File: config.mk
export PLATFORM = sky130hd
export DESIGN_NAME = mem_port_arbiter
export DESIGN_NICKNAME = d
export VERILOG_FILES = /design/src/rtl/mem_port_arbiter.sv
export SDC_FILE = /design/constraint.sdc
export NUM_CORES = 1
export LEC_CHECK = 0
export ABC_AREA = 1
export BUFFER_PORTS_ARGS = -buffer_cell sky130_fd_sc_hd__buf_2
export CAP_MARGIN = 20
export CORE_MARGIN = 2
export CORE_UTILIZATION = 47
export CTS_BUF_LIST = sky130_fd_sc_hd__clkbuf_4
export DETAILED_ROUTE_END_ITERATION = 12
export PLACE_DENSITY = 0.85
export SYNTH_ARGS = -nofsm -noshare
export SYNTH_HDL_FRONTEND = slang
export SYNTH_SLANG_ARGS = --single-unit
File: constraint.sdc
create_clock -name clock -period 5.4 [get_ports clock]
set_input_delay 0.54 -clock clock [delete_from_list [all_inputs] [get_ports clock]]
set_output_delay 0.54 -clock clock [all_outputs]
set_load 0.02 [all_outputs]
File: src/rtl/mem_port_arbiter.sv
// Two-master arbiter and sequencer for the single shared Memory port.
// Round-robin on ties; reads hold the address for RD_LAT cycles, then return data with a one-cycle rvalid.
module mem_port_arbiter #(
  parameter int RD_LAT = 1
) (
  input  logic        clock,
  input  logic        reset,
  input  logic        a_req,
  input  logic        a_wr,
  input  logic [31:0] a_addr,
  input  logic [31:0] a_wdata,
  output logic        a_gnt,
  output logic        a_rvalid,
  output logic [31:0] a_rdata,
  input  logic        b_req,
  input  logic        b_wr,
  input  logic [31:0] b_addr,
  input  logic [31:0] b_wdata,
  output logic        b_gnt,
  output logic        b_rvalid,
  output logic [31:0] b_rdata,
  output logic [31:0] mem_addr,
  output logic        mem_wr,
  output logic [31:0] mem_wdata,
  input  logic [31:0] mem_rdata,
  output logic        busy,
  output logic        owner
);

  typedef enum logic [1:0] {
    S_IDLE,
    S_ACCESS,
    S_WAIT
  } state_t;

  localparam logic [2:0] CNT_INIT = 3'(RD_LAT - 1);

  state_t      r_state;
  state_t      w_state_next;
  logic        r_last;
  logic        r_owner;
  logic        r_wr;
  logic        r_mem_wr;
  logic        r_a_gnt;
  logic        r_b_gnt;
  logic        r_a_rvalid;
  logic        r_b_rvalid;
  logic [31:0] r_mem_addr;
  logic [31:0] r_mem_wdata;
  logic [31:0] r_a_rdata;
  logic [31:0] r_b_rdata;
  logic [2:0]  r_cnt;

  logic        w_win;
  logic        w_sel_b;
  logic        w_capture;
  logic        w_load_cnt;

  always_comb begin
    w_state_next = r_state;
    w_win        = 1'b0;
    w_sel_b      = 1'b0;
    w_capture    = 1'b0;
    w_load_cnt   = 1'b0;
    case (r_state)
      S_IDLE: begin
        if (a_req || b_req) begin
          w_win        = 1'b1;
          // On a tie the port that did not win last time goes first.
          w_sel_b      = (a_req && b_req) ? ~r_last : b_req;
          w_state_next = S_ACCESS;
        end
      end
      S_ACCESS: begin
        if (r_wr) begin
          w_state_next = S_IDLE;
        end else if (RD_LAT == 1) begin
          w_capture    = 1'b1;
          w_state_next = S_IDLE;
        end else begin
          w_load_cnt   = 1'b1;
          w_state_next = S_WAIT;
        end
      end
      S_WAIT: begin
        if (r_cnt == 3'd1) begin
          w_capture    = 1'b1;
          w_state_next = S_IDLE;
        end
      end
      default: w_state_next = S_IDLE;
    endcase
  end

  always_ff @(posedge clock or posedge reset) begin
    if (reset) begin
      r_state     <= S_IDLE;
      r_last      <= 1'b1;
      r_owner     <= 1'b0;
      r_wr        <= 1'b0;
      r_mem_wr    <= 1'b0;
      r_a_gnt     <= 1'b0;
      r_b_gnt     <= 1'b0;
      r_a_rvalid  <= 1'b0;
      r_b_rvalid  <= 1'b0;
      r_mem_addr  <= 32'd0;
      r_mem_wdata <= 32'd0;
      r_a_rdata   <= 32'd0;
      r_b_rdata   <= 32'd0;
      r_cnt       <= 3'd0;
    end else begin
      r_state    <= w_state_next;
      r_a_gnt    <= w_win & ~w_sel_b;
      r_b_gnt    <= w_win & w_sel_b;
      r_mem_wr   <= w_win & (w_sel_b ? b_wr : a_wr);
      r_a_rvalid <= w_capture & ~r_owner;
      r_b_rvalid <= w_capture & r_owner;
      if (w_win) begin
        r_owner     <= w_sel_b;
        r_last      <= w_sel_b;
        r_wr        <= w_sel_b ? b_wr : a_wr;
        r_mem_addr  <= w_sel_b ? b_addr : a_addr;
        r_mem_wdata <= w_sel_b ? b_wdata : a_wdata;
      end
      if (w_capture && !r_owner) begin
        r_a_rdata <= mem_rdata;
      end
      if (w_capture && r_owner) begin
        r_b_rdata <= mem_rdata;
      end
      if (w_load_cnt) begin
        r_cnt <= CNT_INIT;
      end else if (r_state == S_WAIT) begin
        r_cnt <= r_cnt - 3'd1;
      end
    end
  end

  assign a_gnt     = r_a_gnt;
  assign b_gnt     = r_b_gnt;
  assign a_rvalid  = r_a_rvalid;
  assign b_rvalid  = r_b_rvalid;
  assign a_rdata   = r_a_rdata;
  assign b_rdata   = r_b_rdata;
  assign mem_addr  = r_mem_addr;
  assign mem_wr    = r_mem_wr;
  assign mem_wdata = r_mem_wdata;
  assign busy      = (r_state != S_IDLE);
  assign owner     = r_owner;

endmodule

==> impl_metrics.csv, run 1 <==
group,metric,value,unit
worst_setup_path,cpPeakStageDelay,0.59,ns
timing,period_needed,2.076,ns
timing,fmax,481.7,MHz
yosys,netlist.area_leader.share,58.05,%
timing,finalHoldViolations,0,
worst_setup_path,cp_max_fo,68,
clock_network,cts_made_buffers,17,
grt,antenna_found_initial,2,
detailed_routing,dr_wl_met2,8022,µm
floorplan,rows,40,
power,power.density,488.5,mW/mm²
floorplan,die_h,115.7,µm
power,total_power,3.814,mW
cells_and_area,seq_area,0.003430,mm²
yosys,synth_area_leader_cell,"dfrtp_1",
timing,grt_setup_unrepaired,"no",
detailed_routing,wl_per_cell,14.15,µm
grt,grt_max_degree,78,
clock_network,clkTransAtPathRegs,0.11,ns
detailed_routing,initialDrtViolationCount,560,
timing,drv_slew,0,
clock_network,cts_setup_buffers,0,
yosys,syn_area,0.005863,mm²
floorplan,io_pins,301,
detailed_routing,dr_total_vias,5724,
worst_setup_path,startpoint_type,"register",
worst_setup_path,slowest_stage,"buf_4",
cells_and_area,nFillCells,1086,
clock_network,clockRootBuffer,"clkbuf_4",
cells_and_area,fin_nets,1150,
worst_hold_path,min_path_type,"in -> async",
clock_network,postCtsHoldBufs,0,
grt,grt_pass1_vias,5032,
grt,track_usage,24.04,%
yosys,seq_area_frac_synth,58.49,%
detailed_routing,detail-route-antenna-nets,0,
clock_network,htreeDepth,4,
detailed_routing,wl_met3,1513,µm
yosys,syn-num-nets,867,
detailed_routing,top_layer,"met4",
timing,worst_pin_slew,0.7295,ns
yosys,yosys_warnings,0,
floorplan,initial_utilization,48.41,%
worst_setup_path,cp_common_cell,"nand2_1",
yosys,synth_seq_cells,137,
floorplan,die_area,0.01338,mm²
grt,grt_pass1_wl,24790,µm
power,max-vdd-ir-drop,0.0003286,V
clock_network,ctsResizeCount,0,
detailed_routing,vias_per_cell,4.901,
cells_and_area,areaGrowthSynthToFinish,33.16,%
placement,portBuffers,300,
cells_and_area,fin_cells,1168,
placement,dp_hpwl,11400,µm
floorplan,core_area,0.01211,mm²
placement,placedCellCount,1129,
worst_setup_path,worstSetupPathType,"reg -> reg",
worst_setup_path,cp.arrival,2.51,ns
worst_setup_path,cp_data_required_time,5.83,ns
power,p_leak,4.599,nW
run_status,status,"finished clean",
timing,min_period_over_period,38.45,%
timing,setup_viol,0,
grt,globalRouteOverflowTotal,0,
detailed_routing,routed_wl,16530,µm
flow_run,drv_cap,0,
timing,relSlewSlack,51.36,%
clock_network,cts_buffer_depth,2,
placement,gp_congestion,0.8134,
worst_setup_path,path_cells,"nand2_2 > nand3_2 > buf_4 > nand2_1 > nand3_1 > nand2_1",
clock_network,clock_latency,0.54,ns
timing,setup_tns,0,ns
cells_and_area,final_core_util,64.46,%
floorplan,die_x,115.7,µm
cells_and_area,multi_input_area,0.001873,mm²
detailed_routing,drcViolationCount,0,
detailed_routing,first_pass_iters,5,
yosys,ys_types,15,
clock_network,cts_tree,"yes",
worst_setup_path,crit_path_end_kind,"register",
clock_network,cts_num_sinks,137,
yosys,postSynthAreaPerCell,8.364,µm²
detailed_routing,met1_length,6567,µm
cells_and_area,drive_gt1_share,35.01,%
yosys,netlist_instances,701,
timing,clock-skew-final,0.01530,ns
yosys,synthTopCellsByArea,"dfrtp_1, nand2_1, nand3_1, inv_1, o21ai_0",
[cell usage in the layout (no fill, tap or decap), drive strengths merged]
master and count:
nand2 228, nand3 133, dfstp 1, buf 307, inv 94, nor2 1
dfrtp 136, bufinv 4, o21ai 65, clkbuf 18, clkinv 10, diode 3
[worst paths after layout]
path / depth (start not counted) / from / slack, ns / to
max: 6 / r_last / 3.32 / mem_addr[11]
min: 2 / reset / 0.09 / mem_addr[20]
max reg2reg: 6 / r_last / 3.32 / mem_addr[11]
min reg2reg: 2 / r_last / 0.48 / r_last
max in group asynchronous: 3 / reset / 4.12 / b_rdata[24]
min in group clock: 3 / b_wdata[5] / 0.21 / mem_wdata[5]
[layer usage]
metal / GRT usage [%] / up-vias
met5: 0 / -
li1: - / 2768
met3: 8.264 / 32
met2: 38.36 / 279
met1: 29.37 / 2645
met4: 11.59 / 0
[stage by stage]
stage | hold slack (ns) | setup WS, ns | cell area [µm²]
6_report | 0.08971 | 3.324 | 7807
5_1_grt | 0.1259 | 3.167 | 7800
4_1_cts | 0.1009 | 3.324 | 7710
3_5_place_dp | 0.4598 | 3.259 | 7395
3_3_place_gp | 0.4588 | 3.292 | 7395
2_1_floorplan | 0.4487 | 1.194 | 5863
[state kept, by name (all words and copies together) (netlist names), 32 cells and up]
signal / count
mem_addr: 32
mem_wdata: 32
b_rdata: 32
a_rdata: 32
[worst max-delay path: cells and delay by family (launching register included)]
kind	cells	cell delay, ns
AND/OR/NAND/NOR	5	0.82
buffers and inverters	1	0.59
flip-flops	1	0.56
[kinds of logic (layout without fill, tap and decap cells)]
logic type             after synthesis  count (layout)  share of synthesized area (%)
other                                0               3                              0
flip-flops                         137             137                          58.49
AO/OA/AOI/OAI                       65              65                          5.548
AND/OR/NAND/NOR                    362             362                          26.23
buffers and inverters              137             433                          9.731
[synthesized netlist by cell type]
cell type,n
buf_1,2
buf_2,21
buf_4,6
buf_6,1
clkbuf_1,13
dfrtp_1,136
dfstp_2,1
inv_1,91
inv_2,3
nand2_1,226
nand2_2,2
nand3_1,132
nand3_2,1
nor2_2,1
o21ai_0,65
[layout make-up]
class | count | share of cell area, %
timing repair buffer | 307 | 20.67
inverter | 94 | 4.583
clock buffer | 18 | 1.731
clock inverter | 14 | 2.308
sequential | 137 | 43.93
multi-input combinational | 427 | 23.99
tap | 168 | 2.692
antenna | 3 | 0.09615
[power by group]
group          switching [mW]  leakage, nW  internal (mW)  total (mW)
sequential              0.192         1.67           1.39        1.58
clock                   0.362        0.177          0.368       0.730
combinational            1.01         2.76          0.493        1.50
total                    1.56         4.60           2.25        3.81
Note: power is estimated with default switching activity, not from simulation.
==> run 2: changes to the inputs <==
Settings changed: ABC_AREA 1 to 0, CORE_ASPECT_RATIO set to 1.75, CORE_UTILIZATION 47 to 42, PLACE_DENSITY 0.85 to 0.81.
Clock period 5.4 ns to 1.7 ns, I/O delays scaled along.
==> run 2 against run 1 <==
Net effect:
- worst hold slack better by 0.0056 ns
- power grew to 3.3 times the previous value
- final area up 20%
- routed wire length up 25%
- non-clock buffer count is 172 higher
- register-to-register slack worse by 3.2 ns
- synthesized cell count down 38%
- sequential power grew to 3.2 times the previous value
- fmax grew 36%
- combinational power rose to 3.5 times the previous value
- critical path depth down 2
- highest routed layer unchanged
==> impl_metrics.csv, run 2 <==
group,metric,value,unit
run_status,status,"finished clean",
power,p_switching,4.912,mW
detailed_routing,drcViolationCount,0,
worst_setup_path,worstSetupPathType,"reg -> reg",
grt,grt_pass1_wl,30740,µm
worst_setup_path,worstSetupStartpoint,"r_state[0]",
timing,relSlewSlack,55.85,%
timing,setup_slack,0.1700,ns
power,power_frac_comb,41.8,%
cells_and_area,final_core_util,70.54,%
worst_setup_path,crit_path_end_kind,"register",
yosys,ys_types,24,
detailed_routing,first_pass_iters,5,
detailed_routing,dr_total_vias,5902,
clock_network,clkTransAtPathRegs,0.14,ns
yosys,synthTopCellsByCount,"dfrtp_1, mux2_2, and2_1",
yosys,synth_edf_count,0,
cells_and_area,final_cell_mix,"buf_2, dlygate4sd3_1, dfrtp_1, mux2_2, and2_1",
detailed_routing,initialDrtViolationCount,317,
yosys,async_flop_share,100.0,%
detailed_routing,wl_per_cell,19.01,µm
detailed_routing,wl_met3,1626,µm
grt,antenna_found_initial,3,
clock_network,cts_made_buffers,17,
placement,place_ws,0.1927,ns
yosys,synthTopCellsByArea,"dfrtp_1, mux2_2, a221o_1, and2_1, o2111ai_1",
worst_setup_path,worstReg2RegStart,"r_state[0]",
clock_network,clock_latency,0.53,ns
grt,globalRouteOverflowTotal,0,
timing,clock-skew-final,0.01943,ns
floorplan,core_area,0.01331,mm²
worst_setup_path,cp_data_required_time,2.11,ns
placement,gp_congestion,0.8247,
worst_hold_path,min_from,"b_req",
floorplan,rows,56,
power,max-vdd-ir-drop,0.0005521,V
floorplan,die_h,158.0,µm
floorplan,io_pins,301,
power,p_leak,4.430,nW
worst_setup_path,cp.arrival,1.94,ns
yosys,syn_area,0.005694,mm²
grt,grt_max_degree,83,
yosys,synth_seq_cells,137,
timing,hold_ws,0.09529,ns
worst_setup_path,cp_max_fo,25,
timing,setup_viol,0,
power,clkPwrFrac,17.9,%
yosys,synth_area_leader_cell,"dfrtp_1",
detailed_routing,top_layer,"met4",
timing,worst_pin_slew,0.6622,ns
timing,period_needed,1.530,ns
grt,track_usage,27.63,%
grt,grt_pass1_vias,6069,
floorplan,initial_utilization,42.77,%
worst_setup_path,startpoint_type,"register",
cells_and_area,fin_nets,1063,
detailed_routing,vias_per_cell,5.425,
yosys,netlist.area_leader.share,59.77,%
detailed_routing,met1_length,7198,µm
clock_network,cts_num_sinks,137,
clock_network,cts_tree,"yes",
worst_hold_path,min_path_type,"in -> reg",
timing,grt_setup_unrepaired,"no",
yosys,syn-num-nets,603,
clock_network,cts_buffer_depth,2,
cells_and_area,drive_gt1_share,46.37,%
clock_network,htreeDepth,4,
detailed_routing,dr_wl_met2,10710,µm
placement,dp_hpwl,12110,µm
timing,finalHoldViolations,0,
detailed_routing,detail-route-antenna-nets,0,
cells_and_area,layout_commonest_cell,"buf_2",
flow_run,drv_cap,0,
yosys,netlist_instances,437,
power,power.density,1323,mW/mm²
timing,drv_slew,0,
floorplan,die_x,92.02,µm
placement,portBuffers,300,
yosys,yosys_warnings,0,
yosys,postSynthAreaPerCell,13.03,µm²
worst_hold_path,min_path_cells,3,
detailed_routing,routed_wl,20680,µm
power,netSwitchingFraction,39.55,%
worst_setup_path,worst-r2r-cell-count,4,
power,power.internal,7.509,mW
power,pwr-share-seq,40.3,%
floorplan,die_area,0.01454,mm²
clock_network,cts_setup_buffers,0,
timing,fmax,653.6,MHz
yosys,seq_area_frac_synth,60.23,%
yosys,yosysMostFrequentCell,"dfrtp_1",
timing,min_period_over_period,90.00,%
yosys,ys.flop_type,"dfrtp_1",
clock_network,clockRootBuffer,"clkbuf_4",
cells_and_area,areaGrowthSynthToFinish,64.91,%
==> run 2: cell types whose count changed after synthesis, moves of 39 or more <==
cell,before,now
nand2_1,226,0
nand3_1,132,0
inv_1,91,2
mux2_2,0,64
and2_1,0,40
a221o_1,0,39
o21ai_0,65,26
==> run 2: final timing paths <==
path	slack [ns]	endpoint
setup reg to reg	0.17	mem_wdata[1]
setup / recovery	0.17	mem_wdata[1]
max in group asynchronous	0.81	a_rdata[20]
hold / removal	0.1	a_gnt
min in group asynchronous	0.30	mem_addr[21]
hold reg to reg	0.51	b_rdata[30]
==> run 2: worst max-delay path: stages, from the launching register on <==
cell and delay [ns]:
dfrtp_1 0.47, o21bai_2 0.23, buf_4 0.21, and2_1 0.20
a221o_1 0.30
==> run 2: power by group through the flow <==
| stage | Sequential, mW | Clock [mW] | Combinational [mW] |
|---|---|---|---|
| 2_1_floorplan | 6.41 | 0 | 1.54 |
| 3_3_place_gp | 5.00 | 0 | 4.69 |
| 3_5_place_dp | 5.04 | 0 | 4.84 |
| 4_1_cts | 4.98 | 2.31 | 5.13 |
| 5_1_grt | 5.13 | 2.43 | 5.48 |
| 6_report | 5.01 | 2.22 | 5.19 |
==> run 2: cell type report <==
class / instances / area (µm²)
multi-input combinational: 256 / 2069
fill: 908 / 3923
inverter: 6 / 26.28
clock inverter: 14 / 161.4
sequential: 137 / 3430
antenna: 4 / 10.01
timing repair buffer: 479 / 3341
clock buffer: 18 / 135.1
tap: 174 / 217.7
==> run 2: repair_timing <==
item                                   4_1_cts  5_1_grt
resized for setup                            0        0
endpoints found under the hold margin      266        0
hold buffers                               163        0
==> run 2: logic make-up after synthesis <==
kind of cell,after synthesis,share of synthesized area [%]
DFF,137,60.23
AOI/OAI and AO/OA,122,16.74
and+or+nand+nor,70,6.746
muxes,64,12.66
buffers and inverters,44,3.625
==> run 2: stage by stage <==
step	instance area, µm²	power, mW	TNS [ns]	instances
5_1_grt	9388	13.04	0	1087
3_5_place_dp	7452	9.879	0	889
4_1_cts	9380	12.41	0	1084
3_3_place_gp	7452	9.696	0	889
6_report	9390	12.42	0	1088
2_1_floorplan	5698	7.951	-23.98	437
==> run 2: metal layers <==
| layer | track usage, % | up-vias |
|---|---|---|
| met5 | 0 | - |
| met2 | 46.43 | 374 |
| li1 | - | 2569 |
| met1 | 30.16 | 2864 |
| met4 | 17.70 | 0 |
| met3 | 8.520 | 95 |
==> run 3: changes to the inputs <==
Settings changed: MAX_ROUTING_LAYER set to met4, REMOVE_ABC_BUFFERS set to 1, SLEW_MARGIN set to 20.
==> run 3 against run 2 <==
Net effect:
- flip-flop and latch count unchanged
- clock skew decreased by 0.0034 ns
- power increased by 0.77%
- fmax decreased by 4.3%
- setup slack got worse by 0.069 ns
- first-iteration DRC count increased by 28%
- combinational power increased by 1%
- clock power about the same
==> impl_metrics.csv, run 3 (synthesized netlist as in run 2, its figures left out) <==
group,metric,value,unit
floorplan,initial_utilization,42.77,%
worst_setup_path,cp.arrival,2.05,ns
cells_and_area,fin_nets,1065,
clock_network,cts_buffer_depth,2,
detailed_routing,detail-route-antenna-nets,0,
floorplan,die_h,158.0,µm
clock_network,clkTransAtPathRegs,0.14,ns
cells_and_area,final_cell_area,0.009435,mm²
clock_network,cts_num_sinks,137,
timing,relSlewSlack,67.42,%
floorplan,die_x,92.02,µm
detailed_routing,first_pass_iters,5,
cells_and_area,areaGrowthSynthToFinish,65.70,%
flow_run,drv_cap,0,
placement,portBuffers,300,
timing,fmax,625.4,MHz
worst_setup_path,crit_path_end_kind,"register",
detailed_routing,dr_total_vias,5923,
detailed_routing,drcViolationCount,0,
detailed_routing,initialDrtViolationCount,405,
grt,grt_max_degree,50,
grt,globalRouteOverflowTotal,0,
power,p_leak,4.463,nW
timing,clock-skew-final,0.01600,ns
floorplan,rows,56,
placement,dp_hpwl,11560,µm
run_status,status,"finished clean",
placement,place_ws,0.1971,ns
detailed_routing,wl_per_cell,19.51,µm
floorplan,die_area,0.01454,mm²
clock_network,htreeDepth,4,
worst_setup_path,startpoint_type,"register",
clock_network,cts_made_buffers,17,
clock_network,cts_setup_buffers,0,
placement,place_area,0.007493,mm²
clock_network,clock_latency,0.54,ns
floorplan,io_pins,301,
clock_network,clockRootBuffer,"clkbuf_4",
worst_setup_path,cp_max_fo,15,
cells_and_area,final_cell_mix,"buf_2, dlygate4sd3_1, dfrtp_1, mux2_2, and2_1",
cells_and_area,final_core_util,70.87,%
grt,track_usage,29.72,%
timing,hold_ws,0.1150,ns
cells_and_area,layout_commonest_cell,"buf_2",
grt,grt_pass1_wl,32160,µm
timing,drv_slew,0,
timing,setup_viol,0,
cells_and_area,drive_gt1_share,46.49,%
worst_setup_path,cp_data_required_time,2.15,ns
detailed_routing,routed_wl,21220,µm
worst_hold_path,min_path_type,"in -> reg",
timing,min_period_over_period,94.06,%
floorplan,core_area,0.01331,mm²
grt,grt_pass1_vias,6001,
placement,gp_congestion,0.9015,
grt,antenna_found_initial,1,
timing,setup_slack,0.1010,ns
power,max-vdd-ir-drop,0.0005950,V
timing,finalHoldViolations,0,
detailed_routing,vias_per_cell,5.444,
timing,period_needed,1.599,ns
power,power.density,1327,mW/mm²
timing,worst_pin_slew,0.4888,ns
worst_setup_path,worstSetupPathType,"reg -> reg",
timing,grt_setup_unrepaired,"no",
clock_network,cts_tree,"yes",
run 3: stage by stage:
stage | power, mW | setup TNS, ns | cells
after floorplan | 7.866 | -357.59 | 399
after global placement | 9.718 | 0 | 891
after detailed placement | 9.853 | 0 | 891
after CTS | 12.38 | 0 | 1086
after global routing | 13.13 | 0 | 1087
final | 12.52 | 0 | 1088
run 3: worst paths after layout:
path	startpoint	end	slack, ns	cells past startpoint
worst max-delay path	r_state[0]	mem_addr[25]	0.10	5
worst min-delay path	a_req	owner	0.12	3
worst max register to register	r_state[0]	mem_addr[25]	0.10	5
worst min register to register	b_rdata[1]	b_rdata[1]	0.51	1
max in group asynchronous	reset	b_rdata[13]	0.93	4
min in group asynchronous	reset	mem_wdata[29]	0.19	3
run 3: what timing repair did:
action | 4_1_cts | 5_1_grt
endpoints found under the hold margin | 202 | 0
hold buffers | 163 | 0
resized for setup | 0 | 0
run 3: cell type report:
class,instances,area [µm²]
Timing Repair Buffer,481,3381
Multi-Input combinational cell,256,2069
Tap cell,174,217.7
Clock inverter,15,177.7
Inverter,6,27.53
Antenna cell,2,5.005
Sequential cell,137,3430
Fill cell,890,3877
Clock buffer,17,127.6
run 3: critical path, cell delays in order (launching register included):
cell      delay, ns
dfrtp_1        0.48
o21bai_2       0.30
inv_2          0.19
buf_4          0.24
nor2_1         0.09
a31oi_1        0.21
run 3: per-layer routing:
metal | up-vias | global-route usage [%] | wire length, µm | part of all wire [%]
met5 | - | - | 0 | 0
met3 | 101 | 4.379 | 1360 | 6.4
met4 | 0 | 18.27 | 1166 | 5.5
li1 | 2578 | - | - | -
met1 | 2863 | 34.07 | 7560 | 36
met2 | 381 | 49.16 | 11140 | 52
run 3: where the power goes:
group | switching, mW | internal, mW
Combinational | 3.05 | 2.21
Sequential | 0.631 | 4.38
Clock | 1.43 | 0.817
Total | 5.11 | 7.41
